File: src/rtl/fetch_unit_if.sv
// rtl/fetch_unit_if.sv - instruction memory and decode handshake bundle for the fetch stage
interface fetch_unit_if;
    logic        imem_req;
    logic [31:0] imem_addr;
    logic [31:0] imem_rdata;
    logic        imem_ack;
    logic [31:0] instr;
    logic [5:0]  opcode;
    logic [31:0] pc;
    logic [31:0] pc_plus4;
    logic        instr_valid;
    logic        instr_ready;
    logic        branch;
    logic        zero;
    logic [31:0] branch_offset;

    modport master (
        output imem_req, imem_addr, instr, opcode, pc, pc_plus4, instr_valid,
        input  imem_rdata, imem_ack, instr_ready, branch, zero, branch_offset
    );

    modport slave (
        input  imem_req, imem_addr, instr, opcode, pc, pc_plus4, instr_valid,
        output imem_rdata, imem_ack, instr_ready, branch, zero, branch_offset
    );
endinterface

File: src/rtl/fetch_unit.sv
// rtl/fetch_unit.sv - MIPS-lite fetch stage: owns the PC, fetches over req/ack, hands words to decode
module fetch_unit #(
    parameter logic [31:0] RESET_PC = 32'h0000_0000
) (
    input  logic          clk,
    input  logic          rst_n,
    fetch_unit_if.master  bus
);

    typedef enum logic [1:0] {
        IDLE  = 2'd0,
        FETCH = 2'd1,
        HOLD  = 2'd2
    } state_t;

    state_t      state_q, state_d;
    logic [31:0] pc_q, pc_d;
    logic [31:0] instr_q, instr_d;
    logic        valid_q, valid_d;
    logic        req_q, req_d;
    logic [31:0] pc_plus4;
    logic [31:0] branch_target;

    assign pc_plus4      = pc_q + 32'd4;
    assign branch_target = pc_plus4 + {bus.branch_offset[29:0], 2'b00};

    always_ff @(posedge clk or negedge rst_n) begin
        if (!rst_n) begin
            state_q <= IDLE;
            pc_q    <= RESET_PC;
            instr_q <= 32'h0;
            valid_q <= 1'b0;
            req_q   <= 1'b0;
        end else begin
            state_q <= state_d;
            pc_q    <= pc_d;
            instr_q <= instr_d;
            valid_q <= valid_d;
            req_q   <= req_d;
        end
    end

    // imem_ack only matters in FETCH, where req_q is guaranteed high; acks elsewhere fall through.
    always_comb begin
        state_d = state_q;
        pc_d    = pc_q;
        instr_d = instr_q;
        valid_d = valid_q;
        req_d   = req_q;
        case (state_q)
            IDLE: begin
                state_d = FETCH;
                req_d   = 1'b1;
            end
            FETCH: begin
                if (bus.imem_ack) begin
                    instr_d = bus.imem_rdata;
                    valid_d = 1'b1;
                    req_d   = 1'b0;
                    state_d = HOLD;
                end
            end
            HOLD: begin
                if (bus.instr_ready) begin
                    pc_d    = (bus.branch && bus.zero) ? branch_target : pc_plus4;
                    valid_d = 1'b0;
                    req_d   = 1'b1;
                    state_d = FETCH;
                end
            end
            default: begin
                state_d = IDLE;
                valid_d = 1'b0;
                req_d   = 1'b0;
            end
        endcase
    end

    assign bus.imem_req    = req_q;
    assign bus.imem_addr   = pc_q;
    assign bus.instr       = instr_q;
    assign bus.opcode      = instr_q[31:26];
    assign bus.pc          = pc_q;
    assign bus.pc_plus4    = pc_plus4;
    assign bus.instr_valid = valid_q;

endmodule

File: src/flat_wrapper.sv
// flat-port wrapper written by rule: the top's interface ports become plain ports
module fetch_unit_flat 
#(
    parameter logic [31:0] RESET_PC = 32'h0000_0000
)
  (clk, rst_n, bus_imem_req, bus_imem_addr, bus_instr, bus_opcode, bus_pc, bus_pc_plus4, bus_instr_valid, bus_imem_rdata, bus_imem_ack, bus_instr_ready, bus_branch, bus_zero, bus_branch_offset);
  fetch_unit_if bus_i ();
  input  logic clk;
  input  logic rst_n;
  output wire logic [$bits(bus_i.imem_req)-1:0] bus_imem_req;
  output wire logic [$bits(bus_i.imem_addr)-1:0] bus_imem_addr;
  output wire logic [$bits(bus_i.instr)-1:0] bus_instr;
  output wire logic [$bits(bus_i.opcode)-1:0] bus_opcode;
  output wire logic [$bits(bus_i.pc)-1:0] bus_pc;
  output wire logic [$bits(bus_i.pc_plus4)-1:0] bus_pc_plus4;
  output wire logic [$bits(bus_i.instr_valid)-1:0] bus_instr_valid;
  input wire logic [$bits(bus_i.imem_rdata)-1:0] bus_imem_rdata;
  input wire logic [$bits(bus_i.imem_ack)-1:0] bus_imem_ack;
  input wire logic [$bits(bus_i.instr_ready)-1:0] bus_instr_ready;
  input wire logic [$bits(bus_i.branch)-1:0] bus_branch;
  input wire logic [$bits(bus_i.zero)-1:0] bus_zero;
  input wire logic [$bits(bus_i.branch_offset)-1:0] bus_branch_offset;
  assign bus_imem_req = bus_i.imem_req;
  assign bus_imem_addr = bus_i.imem_addr;
  assign bus_instr = bus_i.instr;
  assign bus_opcode = bus_i.opcode;
  assign bus_pc = bus_i.pc;
  assign bus_pc_plus4 = bus_i.pc_plus4;
  assign bus_instr_valid = bus_i.instr_valid;
  assign bus_i.imem_rdata = bus_imem_rdata;
  assign bus_i.imem_ack = bus_imem_ack;
  assign bus_i.instr_ready = bus_instr_ready;
  assign bus_i.branch = bus_branch;
  assign bus_i.zero = bus_zero;
  assign bus_i.branch_offset = bus_branch_offset;
  fetch_unit #(.RESET_PC(RESET_PC)) u_core (.clk(clk), .rst_n(rst_n), .bus(bus_i));
endmodule
File: config.mk
export PLATFORM = sky130hd
export DESIGN_NAME = fetch_unit_flat
export DESIGN_NICKNAME = d
export VERILOG_FILES = /design/src/rtl/fetch_unit_if.sv /design/src/rtl/fetch_unit.sv /design/src/flat_wrapper.sv
export SDC_FILE = /design/constraint.sdc
export NUM_CORES = 1
export LEC_CHECK = 0
export BUFFER_PORTS_ARGS = -buffer_cell sky130_fd_sc_hd__buf_2
export CAP_MARGIN = 20
export CORE_ASPECT_RATIO = 0.7
export CORE_MARGIN = 3
export CORE_UTILIZATION = 35
export DETAILED_ROUTE_END_ITERATION = 10
export SYNTH_ARGS = -nofsm -noshare
export SYNTH_HDL_FRONTEND = slang
export SYNTH_SLANG_ARGS = --single-unit
File: constraint.sdc
create_clock -name clk -period 4.58 [get_ports clk]
set_clock_uncertainty 0.2 [all_clocks]
set_input_delay 1.374 -clock clk [delete_from_list [all_inputs] [get_ports clk]]
set_output_delay 1.374 -clock clk [all_outputs]
set_load 0.03 [all_outputs]
==> Word level (Yosys, flattened, before mapping) <==
Index checks and enable logic that the tools add are counted.
W data, S select, Z words.
{ "totals": {"wordCells": 28, "out_inout_bits": 136, "ff_bits": 68, "input_bits": 70} }
{ "op_classes": {"n_eq_ne": 4, "bitwise": 1, "muxes": 10, "addsub": 2, "reduce_logical": 6} }
{ "op_table": {"columns": ["op", "n"], "rows": [
  ["$add A32 B3 Y32 const B", 1],
  ["$add A32 B32 Y32", 1],
  ["$mux W32", 1],
  ["$pmux W1 S3", 2],
  ["$pmux W2 S3", 1],
  ["$reduce_and A2 Y1", 3],
  ["$mux W1", 4],
  ["$mux W2", 2],
  ["$ne A2 B2 Y1 const B", 2],
  ["$reduce_and A3 Y1", 1],
  ["$eq A2 B1 Y1 const B", 1],
  ["$eq A2 B2 Y1 const B", 1],
  ["$logic_not A2 Y1", 1],
  ["$logic_and A1 B1 Y1", 1],
  ["$not A1 Y1", 1]
]} }

==> Logic depth before layout (Yosys ltp) <==
{ "logic_depth": {"word_depth": 3, "depth_mapped": 15, "depth_no_buf": 15} }

==> Least setup slack after synthesis <==
No wires, ideal clock.
{ "synth_timing": {"kind": "register -> register", "from": "reg u_core.pc_q[2], in the netlist u_core.bus.imem_addr[2]", "to": "reg u_core.pc_q[30], in the netlist u_core.bus.imem_addr[30]", "t_required_ns": 4.284, "n_path_buf": 1, "arrival_time_ns": 4.266, "path_stages_with_launch": 15, "period_less_slack_ns": 4.562, "setup_ns": 0.096, "setup_slack_ns": 0.018, "path_cell_list": "dfrtp_1 -> ha_1 -> nand3_4 -> nor4_4 -> nand3_4 -> xnor2_1 -> ha_1 -> buf_6 -> a21o_1 -> a211o_1 -> a2111oi_4 -> nand3b_2 -> a211oi_2 -> nor2_1 -> a311oi_2"} }
{ "synth_via": {"elab_chain_cells": 3} }
{ "synth_lines": {"columns": ["item", "line_no", "rtl"], "rows": [
  ["start, declared", "fetch_unit.sv:17", "logic [31:0] pc_q, pc_d;"],
  ["start signal, assigned", "fetch_unit.sv:36", "pc_q <= pc_d;"],
  ["$add A32 B3 Y32", "fetch_unit.sv:24", "assign pc_plus4 = pc_q + 32'd4;"],
  ["via bus_pc_plus4[22]", "flat_wrapper.sv:15", "output wire logic [$bits(bus_i.pc_plus4)-1:0] bus_pc_plus4;"],
  ["$add A32 B32 Y32", "fetch_unit.sv:25", "assign branch_target = pc_plus4 + {bus.branch_offset[29:0], 2'b00};"],
  ["$mux W32", "fetch_unit.sv:65", "pc_d = (bus.branch && bus.zero) ? branch_target : pc_plus4;"]
]} }
The timed path passes the listed nets, and every way through them passes these cells.
A chain may end at the register's enable or synchronous reset.

==> Worst setup path in the final report <==
{ "layout_timing": {"from": "reg u_core.pc_q[3], in the netlist u_core.bus.imem_addr[3]", "to": "out bus_pc_plus4[26]"} }
{ "layout_via": {"elab_chain_cells": 1} }
{ "layout_lines": {"columns": ["item", "line_no"], "rows": [
  ["$add A32 B3 Y32", "fetch_unit.sv:24"],
  ["end, declared", "flat_wrapper.sv:15"]
]} }
Every way passes these cells.

==> metrics.cfg <==
[setup_path]
slowest_delay_ns=0.47
worst_ep_arrival_time_ns=2.80
critPathKind=reg -> out
worstSetupStartpointType=flip-flop
path_cells=ha_2 -> nand3_4 -> nor4_4 -> nand4_2 -> nor2_1 -> xor2_1 -> buf_2
required_ns=3.01
cp-end-kind=output port
crit_path_max_fanout=8
cp_slowest_cell=nor4_4

[logic_synthesis]
yosys_most_used_dff=dfrtp_1
ys_top_cells_by_area=dfrtp_1, ha_1, mux2_2
ys_async_sr_fraction=1.000
avgSynthCellArea_um2=8.899
yosys.area.top_type=dfrtp_1
yosysMostFrequentCell=dfrtp_1
synth_seq_cells=65
synth_cells=625
seq_area_frac_synth=0.2925
ys_warn_count=0
synth_edf_count=0
synth_cell_type_count=84
syn-cell-area_um2=5562
synthTopCellsByCount=dfrtp_1, nand2_1, a21oi_1
synth_top_area_share=0.2925

[clock_network]
cts_resized=0
clock_sinks=65
cts_tree=yes
cts_root_buf=clkbuf_16
post_cts_buffers=0
h-tree-depth=3
cts_made_buffers=9
insertion_delay_ns=0.33
cts_buffer_depth=2
clk_pin_slew_worst_paths_ns=0.06
cts-hold-fix-buffers=0

[pwr]
peakVddDrop_uv=297.8
total_power_w=0.005948
p_leak_nw=3.261
power_density_nw_per_um2=869.2

[route]
drt_iter0_markers=333
route.detailed.drc=0
vias_per_cell=5.295
wl_mm=16.61
dr.pass1.iters=5
vias=5237
antenna_left=0
detail_route.wl_per_cell_um=16.80

[timing]
setup_viol=0
tns_ns=0
worst_pin_slew_ns=0.7365
drv_slew=0
fmax_ghz=0.2284
finalHoldViolCount=0
fin_crit_ns=4.378
slew_headroom=0.5038
min_period_over_period=0.9560
timing.hold.ws_ns=0.2972

[grt]
first_global_vias=4706
grt_use_total=0.1834
grt_max_degree=40
antenna_found_initial=0
grt_pass1_wl_mm=25.69
globalRoute.totalOverflow=0

[placement]
gp_congestion=0.8809
numPortBuffers=197
hpwl_mm=13.34

[finish]
drive_above_1_share=0.3741
areaGrowthSynthToFinish_pct=23.04
layout.nets=896
antenna_cells=0
fill_cells=1526

[die]
coreArea_um2=15140
ioPinCount=206
rows=37
die-area_um2=17460
die_width_um=156.7
die_y_um=111.5
start_util=0.3674

[hold_path]
hp-class=reg -> reg

[run]
max_cap_viol_count=0

[outcome]
outcome=finished, final reports clean

[registers in the layout, indices dropped and copies added, names as in the netlist]
register	flops
u_core.bus.instr	32
u_core.bus.imem_addr	30
u_core.state_q	2
u_core.bus.instr_valid	1
[final timing paths]
kind                                                startpoint                              endpoint  slack (ns)  cells past startpoint
setup / recovery           u_core.bus.imem_addr[3]$_DFFE_PN0P_                      bus_pc_plus4[26]        0.20                      7
setup reg to reg           u_core.bus.imem_addr[3]$_DFFE_PN0P_  u_core.bus.imem_addr[31]$_DFFE_PN0P_        0.27                     15
hold / removal                 u_core.bus.instr[8]$_DFFE_PN0P_       u_core.bus.instr[8]$_DFFE_PN0P_        0.30                      1
max in group asynchronous                                rst_n  u_core.bus.imem_addr[28]$_DFFE_PN0P_        2.84                      2
hold reg to reg                u_core.bus.instr[8]$_DFFE_PN0P_       u_core.bus.instr[8]$_DFFE_PN0P_        0.30                      1
min in group asynchronous                                rst_n      u_core.bus.instr[29]$_DFFE_PN0P_        0.65                      1
[worst max-delay path, delay by kind of cell (launching register included)]
| kind | cells | cell delay [ns] |
|---|---|---|
| fa+ha+maj | 1 | 0.31 |
| buf+inv | 1 | 0.28 |
| xor+xnor | 1 | 0.38 |
| flops | 1 | 0.46 |
| simple gates | 4 | 1.03 |
[report_power, final]
part / leakage [nW] / switching (W) / internal, W
registers: 0.774 / 0.000318 / 0.000856
logic: 2.34 / 0.00269 / 0.00138
clock network: 0.150 / 0.000273 / 0.000427
[cells by family after synthesis]
logic type / Yosys count / synth area share
AND/OR/NAND/NOR: 192 / 0.1903
AO/OA/AOI/OAI: 175 / 0.2068
buffers and inverters: 73 / 0.08076
flip-flops: 65 / 0.2925
XOR/XNOR: 47 / 0.07402
adder cells (fa/ha/maj): 37 / 0.08459
multiplexers: 35 / 0.07042
other: 1 / 0.0006743
[through the flow]
step | utilization | cells | area (um2) | worst slack, ns
after global placement | 0.4308 | 973 | 6521 | 0.2782
after detailed placement | 0.4308 | 973 | 6521 | 0.2603
after floorplan | - | 630 | 5580 | 0.01813
after CTS | 0.4509 | 989 | 6825 | 0.07796
after global routing | 0.4520 | 989 | 6843 | -0.006708
final | 0.4520 | 989 | 6843 | 0.2016
[final cells by class]
class | instances | area [um2] | area share
Multi-Input combinational cell | 492 | 3525 | 0.5151
Clock buffer | 9 | 225.2 | 0.03291
Sequential cell | 65 | 1627 | 0.2377
Tap cell | 195 | 244.0 | 0.03566
Inverter | 6 | 22.52 | 0.003291
Timing Repair Buffer | 215 | 1121 | 0.1638
Clock inverter | 7 | 78.83 | 0.01152
[cells in the final DEF, fill, tap and decap left out, types with 3 or more instances in the layout]
cell type	netlist	layout
xnor2_1	27	26
inv_1	6	6
o31ai_1	3	3
o21a_1	4	4
o21ai_1	10	10
ha_1	36	35
conb_1	1	6
o211ai_1	5	5
a21oi_1	58	58
dfrtp_1	65	65
nand3b_1	3	3
and4_1	4	4
nand4_1	9	9
and3_2	3	3
a31oi_1	8	7
a21o_1	12	12
a211o_1	3	3
nor2b_1	3	3
mux2_2	32	32
clkbuf_16	0	9
xor2_1	20	20
o22ai_1	6	6
nand3_1	20	20
nand2_1	59	59
buf_4	42	18
o21ai_0	27	27
and3_1	5	5
nand2b_1	4	4
a211oi_1	3	3
nor3_1	14	14
clkinv_4	0	3
or4_1	3	3
nor2_1	35	34
a22oi_1	4	4
and2_1	7	7
buf_2	8	197
[routing by layer]
metal | up-vias | routed length (um) | global-route usage
met1 | 2414 | 8322 | 0.2820
met5 | - | 0 | 0
met2 | 220 | 6862 | 0.2634
li1 | 2589 | - | -
met4 | 0 | 157 | 0.03440
met3 | 14 | 1271 | 0.04002
No activity file was read; power rests on OpenSTA's default activity.
